### src/rtl/mem_port_arbiter.sv
// rtl/mem_port_arbiter.sv - round-robin I/D arbiter onto one single-port memory (optional stats: ARB_STATS_EN)
module mem_port_arbiter #(
    parameter int MAX_OUTSTANDING = 4,
    parameter int RSP_DEPTH       = 2
) (
    input  logic        CLK,
    input  logic        RST,
    input  logic        i_req_valid,
    output logic        i_req_ready,
    input  logic [31:0] i_req_addr,
    output logic        i_rsp_valid,
    input  logic        i_rsp_ready,
    output logic [31:0] i_rsp_data,
    input  logic        d_req_valid,
    output logic        d_req_ready,
    input  logic [31:0] d_req_addr,
    input  logic [3:0]  d_req_byte_en,
    input  logic [31:0] d_req_wdata,
    output logic        d_rsp_valid,
    input  logic        d_rsp_ready,
    output logic [31:0] d_rsp_data,
    output logic        mem_req_valid,
    input  logic        mem_req_ready,
    output logic [31:0] mem_req_addr,
    output logic [3:0]  mem_req_byte_en,
    output logic [31:0] mem_req_wdata,
    input  logic        mem_rsp_valid,
    input  logic [31:0] mem_rsp_data
`ifdef ARB_STATS_EN
    ,
    output logic [31:0] stat_i_grants,
    output logic [31:0] stat_d_grants,
    output logic [31:0] stat_conflicts,
    output logic [31:0] stat_stall_cycles
`endif
);
    localparam int TW  = $clog2(MAX_OUTSTANDING);
    localparam int CW  = TW + 1;
    localparam int RPW = (RSP_DEPTH > 1) ? $clog2(RSP_DEPTH) : 1;
    localparam int RCW = $clog2(RSP_DEPTH) + 1;

    typedef enum logic {GRANT_I = 1'b0, GRANT_D = 1'b1} port_t;

    port_t          last_grant;
    logic           tag_mem [MAX_OUTSTANDING];
    logic [TW-1:0]  tag_wr, tag_rd;
    logic [CW-1:0]  tag_cnt;
    logic [CW-1:0]  out_cnt [2];
    logic [31:0]    rsp_mem [2][RSP_DEPTH];
    logic [RPW-1:0] rsp_wr [2];
    logic [RPW-1:0] rsp_rd [2];
    logic [RCW-1:0] rsp_cnt [2];

    logic [1:0] req_valid, elig, issue_p, rsp_push, rsp_pop, rsp_ready;
    logic       sel_d, issue, rsp_arrive;

    assign req_valid = {d_req_valid, i_req_valid};
    assign rsp_ready = {d_rsp_ready, i_rsp_ready};

    // A port is only eligible if its response is guaranteed a slot when it returns.
    always_comb begin
        for (int p = 0; p < 2; p++) begin
            elig[p] = req_valid[p]
                && ((32'(out_cnt[p]) + 32'(rsp_cnt[p])) < 32'(RSP_DEPTH))
                && (32'(tag_cnt) < 32'(MAX_OUTSTANDING));
        end
    end

    assign sel_d         = elig[1] && (!elig[0] || last_grant == GRANT_I);
    assign mem_req_valid = |elig;
    assign issue         = mem_req_valid && mem_req_ready;
    assign issue_p       = {issue && sel_d, issue && !sel_d};
    assign i_req_ready   = elig[0] && !sel_d && mem_req_ready;
    assign d_req_ready   = sel_d && mem_req_ready;

    assign mem_req_addr    = sel_d ? d_req_addr : (elig[0] ? i_req_addr : 32'h0);
    assign mem_req_byte_en = sel_d ? d_req_byte_en : 4'h0;
    assign mem_req_wdata   = sel_d ? d_req_wdata : 32'h0;

    assign rsp_arrive = mem_rsp_valid && (tag_cnt != '0);
    assign rsp_push   = {rsp_arrive && tag_mem[tag_rd], rsp_arrive && !tag_mem[tag_rd]};

    always_comb begin
        for (int p = 0; p < 2; p++) begin
            rsp_pop[p] = (rsp_cnt[p] != '0) && rsp_ready[p];
        end
    end

    assign i_rsp_valid = (rsp_cnt[0] != '0);
    assign d_rsp_valid = (rsp_cnt[1] != '0);
    assign i_rsp_data  = i_rsp_valid ? rsp_mem[0][rsp_rd[0]] : 32'h0;
    assign d_rsp_data  = d_rsp_valid ? rsp_mem[1][rsp_rd[1]] : 32'h0;

    // Storage arrays carry no reset; their validity is tracked by the counters.
    always_ff @(posedge CLK) begin
        if (issue) tag_mem[tag_wr] <= sel_d;
        for (int p = 0; p < 2; p++) begin
            if (rsp_push[p]) rsp_mem[p][rsp_wr[p]] <= mem_rsp_data;
        end
    end

    always_ff @(posedge CLK) begin
        if (RST) begin
            last_grant <= GRANT_D;
            tag_wr     <= '0;
            tag_rd     <= '0;
            tag_cnt    <= '0;
            for (int p = 0; p < 2; p++) begin
                out_cnt[p] <= '0;
                rsp_wr[p]  <= '0;
                rsp_rd[p]  <= '0;
                rsp_cnt[p] <= '0;
            end
        end else begin
            if (issue) begin
                last_grant <= sel_d ? GRANT_D : GRANT_I;
                tag_wr     <= tag_wr + 1'b1;
            end
            if (rsp_arrive) tag_rd <= tag_rd + 1'b1;
            tag_cnt <= tag_cnt + CW'(issue) - CW'(rsp_arrive);
            for (int p = 0; p < 2; p++) begin
                out_cnt[p] <= out_cnt[p] + CW'(issue_p[p]) - CW'(rsp_push[p]);
                rsp_cnt[p] <= rsp_cnt[p] + RCW'(rsp_push[p]) - RCW'(rsp_pop[p]);
                if (rsp_push[p])
                    rsp_wr[p] <= (rsp_wr[p] == RPW'(RSP_DEPTH - 1)) ? '0 : rsp_wr[p] + 1'b1;
                if (rsp_pop[p])
                    rsp_rd[p] <= (rsp_rd[p] == RPW'(RSP_DEPTH - 1)) ? '0 : rsp_rd[p] + 1'b1;
            end
        end
    end

`ifndef SYNTHESIS
    always_ff @(posedge CLK) begin
        if (!RST && mem_rsp_valid && tag_cnt == '0)
            $display("mem_port_arbiter: error: memory response with no outstanding request ignored");
    end
`endif

`ifdef ARB_STATS_EN
    always_ff @(posedge CLK) begin
        if (RST) begin
            stat_i_grants     <= '0;
            stat_d_grants     <= '0;
            stat_conflicts    <= '0;
            stat_stall_cycles <= '0;
        end else begin
            if (issue_p[0]) stat_i_grants <= stat_i_grants + 1'b1;
            if (issue_p[1]) stat_d_grants <= stat_d_grants + 1'b1;
            if (i_req_valid && d_req_valid) stat_conflicts <= stat_conflicts + 1'b1;
            if ((i_req_valid || d_req_valid) && !issue) stat_stall_cycles <= stat_stall_cycles + 1'b1;
        end
    end
`endif
endmodule

### config.mk
export PLATFORM = sky130hd
export DESIGN_NAME = mem_port_arbiter
export DESIGN_NICKNAME = d
export VERILOG_FILES = /design/src/rtl/mem_port_arbiter.sv
export SDC_FILE = /design/constraint.sdc
export NUM_CORES = 1
export LEC_CHECK = 0
export CAP_MARGIN = 10
export CELL_PAD_IN_SITES_DETAIL_PLACEMENT = 0
export CELL_PAD_IN_SITES_GLOBAL_PLACEMENT = 1
export CORE_AREA = 2 2 153 140
export CTS_BUF_LIST = sky130_fd_sc_hd__clkbuf_4 sky130_fd_sc_hd__clkbuf_8
export DETAILED_ROUTE_END_ITERATION = 12
export DIE_AREA = 0 0 155 142
export GPL_ROUTABILITY_DRIVEN = 0
export PLACE_DENSITY = 0.88
export SLEW_MARGIN = 10
export SYNTH_ARGS = -nofsm -noshare
export SYNTH_HDL_FRONTEND = slang
export SYNTH_SLANG_ARGS = --single-unit
### constraint.sdc
create_clock -name CLK -period 5.05 [get_ports CLK]
set_clock_uncertainty 0.05 [all_clocks]
set_input_delay 1.2625 -clock CLK [delete_from_list [all_inputs] [get_ports CLK]]
set_output_delay 1.2625 -clock CLK [all_outputs]
set_load 0.05 [all_outputs]
* Yosys cells after proc, flatten, opt, wreduce, memory -nomap -nowiden
Memory sizes are Yosys's and may differ from the RTL's. A register that Yosys moved wholly into a read port is not among the register bits.
Cells that the tools add are included.
Widths: inputs -> output; s select.
** Storage, ports and cells
- Register bits after elaboration :: 8
- Memory bits (writable) :: 146
- Bits of input ports :: 140
- Output and inout bits :: 137
- Logic and storage cells :: 130
- Memories :: 6
** Memory list
- rsp_mem :: words 2, bits a word 64, rd ports 2, clocked after Yosys merged registers in 0, write ports 1, line 49 : logic [31:0] rsp_mem [2][RSP_DEPTH];
- out_cnt :: words 2, bits a word 3, rd ports 2, clocked after Yosys merged registers in 0, write ports 2, line 48 : logic [CW-1:0] out_cnt [2];
- rsp_cnt :: words 2, bits a word 2, rd ports 2, clocked after Yosys merged registers in 0, write ports 2, line 52 : logic [RCW-1:0] rsp_cnt [2];
- tag_mem :: words 4, bits a word 1, rd ports 1, clocked after Yosys merged registers in 1, write ports 1, line 45 : logic tag_mem [MAX_OUTSTANDING];
- rsp_rd :: words 2, bits a word 1, rd ports 2, clocked after Yosys merged registers in 0, write ports 2, line 51 : logic [RPW-1:0] rsp_rd [2];
- rsp_wr :: words 2, bits a word 1, rd ports 2, clocked after Yosys merged registers in 0, write ports 2, line 50 : logic [RPW-1:0] rsp_wr [2];
** Operators by class
- Add/subtract/negate cells :: 18
- $lt $le $gt $ge :: 9
- Muxes and demuxes :: 53
- Bitwise operators :: 13
- Reductions and logical operators :: 27
** Operators by type and width (count)
- $mux 32 :: 13
- $mux 64 :: 4
- $demux 32 s1 :: 2
- $reduce_or 64->1 :: 1
- $mux 1 :: 27
- $logic_and 1x1->1 :: 18
- $add 3x1->3 :: 3
- $sub 3x1->3 :: 3
- $add 3x2->4 :: 2
- $ge 2x2->1 const B :: 4
- $lt 4x2->1 const B :: 2
- $mux 2 :: 4
- $not 1->2 :: 4
- $or 1x1->1 :: 8
- $mux 3 :: 2
- $add 1x1->1 const B :: 4
- $add 2x1->2 :: 2
- $add 2x1->2 const B :: 2
- $lt 2x1->1 const B :: 2
- $mux 4 :: 1
- $reduce_bool 2->1 :: 2
- $sub 2x1->2 :: 2
- $logic_not 1->1 :: 3
- $lt 3x3->1 const B :: 1
- other kinds (4) :: 4

* Depth between registers and ports, before layout
- Depth in word-level cells :: 12
- Mapped depth :: 15
- Gate-level depth less buffers :: 15

* Worst setup path after synthesis
No wires, ideal clock.
- Path type :: input to register
- Start point :: in mem_rsp_valid
- End point :: mem rsp_mem[0][32] (netlist name), enable pin
- Setup time :: 0.461 ns
- Arrival :: 3.677 ns
- Required time :: 4.539 ns
- Setup slack :: 0.862 ns
- Stages :: 2
- Buffers on the path :: 0
- Cell sequence :: o31ai_1 nor3_1
** Between the ends
- Word-level cells in the longest chain between the ends :: 6
- Elaborated cells on any way between the ends :: 10
- Classes of those cells :: mux: 6; reduce/logical: 4
** Ends and longest elaborated chain
- from (decl) :: line 27 : input logic mem_rsp_valid,
- $logic_and 1x1->1 * :: line 80 : assign rsp_arrive = mem_rsp_valid && (tag_cnt != '0);
- $logic_and 1x1->1 :: line 81 : assign rsp_push = {rsp_arrive && tag_mem[tag_rd], rsp_arrive && !tag_mem[tag_rd]};
- $mux 1 :: line 98 : if (rsp_push[p]) rsp_mem[p][rsp_wr[p]] <= mem_rsp_data;
- $mux 64 (not written as such) :: line 98
- $reduce_or 64->1 (no source line)
- $mux 1 (no source line) / $mux 64 (equally long branches)
- to (decl) :: line 49
Every way passes the cells marked *; elsewhere a longest branch is shown, timed or not.

* Worst setup path after layout
- Start point :: in d_req_valid
- End point :: out mem_req_wdata[4]
** Between the ends
- Word-level cells in the longest chain between the ends :: 4
** Ends and longest elaborated chain
- from (decl) :: line 14 : input logic d_req_valid,
- $logic_and 1x1->1 :: line 64 : && ((32'(out_cnt[p]) + 32'(rsp_cnt[p])) < 32'(RSP_DEPTH))
- $logic_and 1x1->1 :: line 65 : && (32'(tag_cnt) < 32'(MAX_OUTSTANDING));
- $logic_and 1x1->1 :: line 69 : assign sel_d = elig[1] && (!elig[0] || last_grant == GRANT_I);
- $mux 32 :: line 78 : assign mem_req_wdata = sel_d ? d_req_wdata : 32'h0;
- to (decl) :: line 26 : output logic [31:0] mem_req_wdata,
Every way passes these cells.

==> results.txt <==
status -> complete, no violations
synth cell count leaders -> edfxtp_1, nor2_1, mux2i_1, and2_1, a22o_1
share of the yosys chip area belonging to registers -> 63.8%
layout cells sized above 1 -> 15.9%
Max Clock Freq -> 0.208 GHz
crit path DAT -> 3490 ps
PwrDens -> 639 mW/mm2
clock latency on the worst-skew pair -> 450 ps
Worst setup EP type -> output port
all-layer global routing usage -> 19.8%
H-tree depth -> 4
Non-Filler Instances -> 1,061
Netlist cell types -> 38
Placed Instances -> 1,028
critical path, cell by cell -> clkdlybuf4s50_1 -> nand3_1 -> nand2b_4 -> a21oi_4 -> buf_4 -> and2_1 -> buf_12
CP Max Fanout -> 44
maximum VDD drop -> 0.452 mV
largest net degree at the start of global routing -> 45
Pre-antenna DRT Iters -> 5
chip height -> 142 um
total core area -> 0.0205 mm2
Area growth syn-to-layout -> 58.0%
Post-CTS Resized -> 0
DIE WIDTH -> 155 um
largest cells by area after synthesis -> edfxtp_1, mux2i_1, dfxtp_1, nor2_1, and2_1
Fin. Hold Viols -> 0
largest area contributor in the netlist -> edfxtp_1
max incr delay on CP -> 740 ps
Required @ worst endpoint -> 3740 ps
dpl hpwl -> 16,600 um
setup TNS -> 0 ps
quantity of hold-fixing buffers added after cts -> 0
initial antenna violation count -> 1
worst setup path class -> in -> out
final instance area -> 0.0111 mm2
Antenna Violating Nets Remaining -> 0
number of nets in the layout -> 948
vias in the first global route -> 4,985
wire per inst -> 20.3 um
Rel. slew slack -> 32.5%
num ports -> 277
Clock Tree Buf Depth -> 2
Worst Hold Class -> reg -> reg
count leader, synth -> edfxtp_1
# Post-CTS Setup Buffers -> 0
Final Hold Slack -> 469 ps
Residual DRC -> 0
synthesized area -> 0.00703 mm2
Area after DPL -> 0.0107 mm2
cell count after synthesis -> 511
row cnt -> 50
CTS clk-pin slew, worst paths -> 100 ps
final setup violation count -> 0
P_leak -> 4.19 nW
PortBufs -> 276
final WL -> 21,600 um
total CTS buffers -> 17
ys flop type -> edfxtp_1
Tcrit/Tclk final -> 95.1%
Top delay family on crit path -> buffers and inverters
Via Count -> 4,915
CP bufs+invs -> 3
Mapped Nets -> 672
total of max-cap violations -> 0
CTS tree -> built
# fillers -> 1,685
flops & latches, synth -> 156
aggregate global routing overflow -> 0
async set or reset register ratio after synthesis -> 0%
Max Slew Vio Count -> 0
yosys warns -> 0
Pwr Total -> 7.10 mW
vias per cell -> 4.63
slowest CP cell -> a21oi_4
Final min period -> 4800 ps
Least-Margin Pin Slew -> 1010 ps
clock root buffer -> clkbuf_8
Initial Utilization -> 34.4%
Starting DRT DRC Count -> 217
first-pass GRT wire length -> 31,400 um
number of synthesized flops with an enable pin -> 136
clock tree sinks -> 156
unrepaired setup endpoints after global routing -> no
mean post-synth cell area -> 13.8 um2
Startpoint Class -> input pin
die area -> 0.0220 mm2
share of the synthesized area in the top cell type -> 58.1%
==> worst reg2reg max path: stages, from the launching register on <==
cell and delay, ps:
dfxtp_1 410, inv_1 80, nor2_1 130, fa_1 480, nor4b_4 360, nand2_1 160, a21oi_4 340, inv_1 80
ha_1 280, inv_1 40, ha_1 180, fa_1 380, xnor2_1 180, xnor2_1 140, nor2_1 50
==> flip-flops by register name (all words and copies together), names as in the netlist, 2 cells and up, named ones only <==
register  cells
tag_mem       4
out_cnt       6
rsp_rd        2
rsp_wr        2
rsp_cnt       4
tag_cnt       3
tag_wr        2
tag_rd        2
rsp_mem     128
==> kinds of logic after synthesis <==
family | Yosys count | synth area share, %
compound gates | 41 | 5.50
xor+xnor | 12 | 1.49
fa+ha+maj | 21 | 4.27
buf+inv | 52 | 3.68
flops | 156 | 63.8
mux | 67 | 9.73
simple gates | 162 | 11.5
==> metal layers <==
layer	vias up	wire length, um	GRT usage [%]
met4	0	606	7.75
met3	27	1350	5.48
met2	194	11800	37.3
li1	2373	-	-
met1	2321	7780	20.8
met5	-	0	0
==> placed cells by master (no fill, tap or decap), types with 11 or more instances in the layout <==
cell type	netlist	routed
a22o_1	30	30
and2_1	43	42
buf_12	0	70
clkbuf_8	0	17
clkdlybuf4s50_1	0	207
dfxtp_1	20	20
edfxtp_1	136	136
ha_1	16	16
inv_1	25	25
mux2i_1	65	65
nor2_1	82	79
nor2b_1	11	11
==> final cells by class <==
type / count / area, um2 / area share [%]
antenna: 1 / 2.50 / 0.0225
clock buffer: 17 / 234 / 2.11
clock inverter: 15 / 130 / 1.17
inverter: 26 / 97.6 / 0.878
multi-input combinational: 303 / 2320 / 20.9
sequential: 156 / 4480 / 40.4
tap: 260 / 325 / 2.93
timing repair buffer: 283 / 3520 / 31.7
==> where the power goes <==
part	total (mW)	switching, mW	internal (mW)
combinational	4.52	2.75	1.77
clock	0.853	0.494	0.360
sequential	1.73	0.0978	1.63
total	7.10	3.34	3.75
==> worst paths after layout <==
kind	startpoint	endpoint	slack [ps]	cells past startpoint
worst min register to register	tag_wr[1]$_SDFFE_PP0P_	tag_wr[1]$_SDFFE_PP0P_	470	2
worst max-delay path	d_req_valid	mem_req_wdata[4]	250	7
worst min-delay path	tag_wr[1]$_SDFFE_PP0P_	tag_wr[1]$_SDFFE_PP0P_	470	2
worst max register to register	rsp_cnt[0][0]$_SDFF_PP0_	tag_cnt[2]$_SDFF_PP0_	1620	14
==> metrics by stage <==
| step | setup slack (ps) | util, % |
|---|---|---|
| global route | 72.9 | 54.3 |
| global placement | 221 | 52.5 |
| finish | 245 | 54.3 |
| floorplan | 862 | - |
| detailed placement | 231 | 52.5 |
| CTS | 222 | 54.3 |
(Power assumes the default switching activity.)
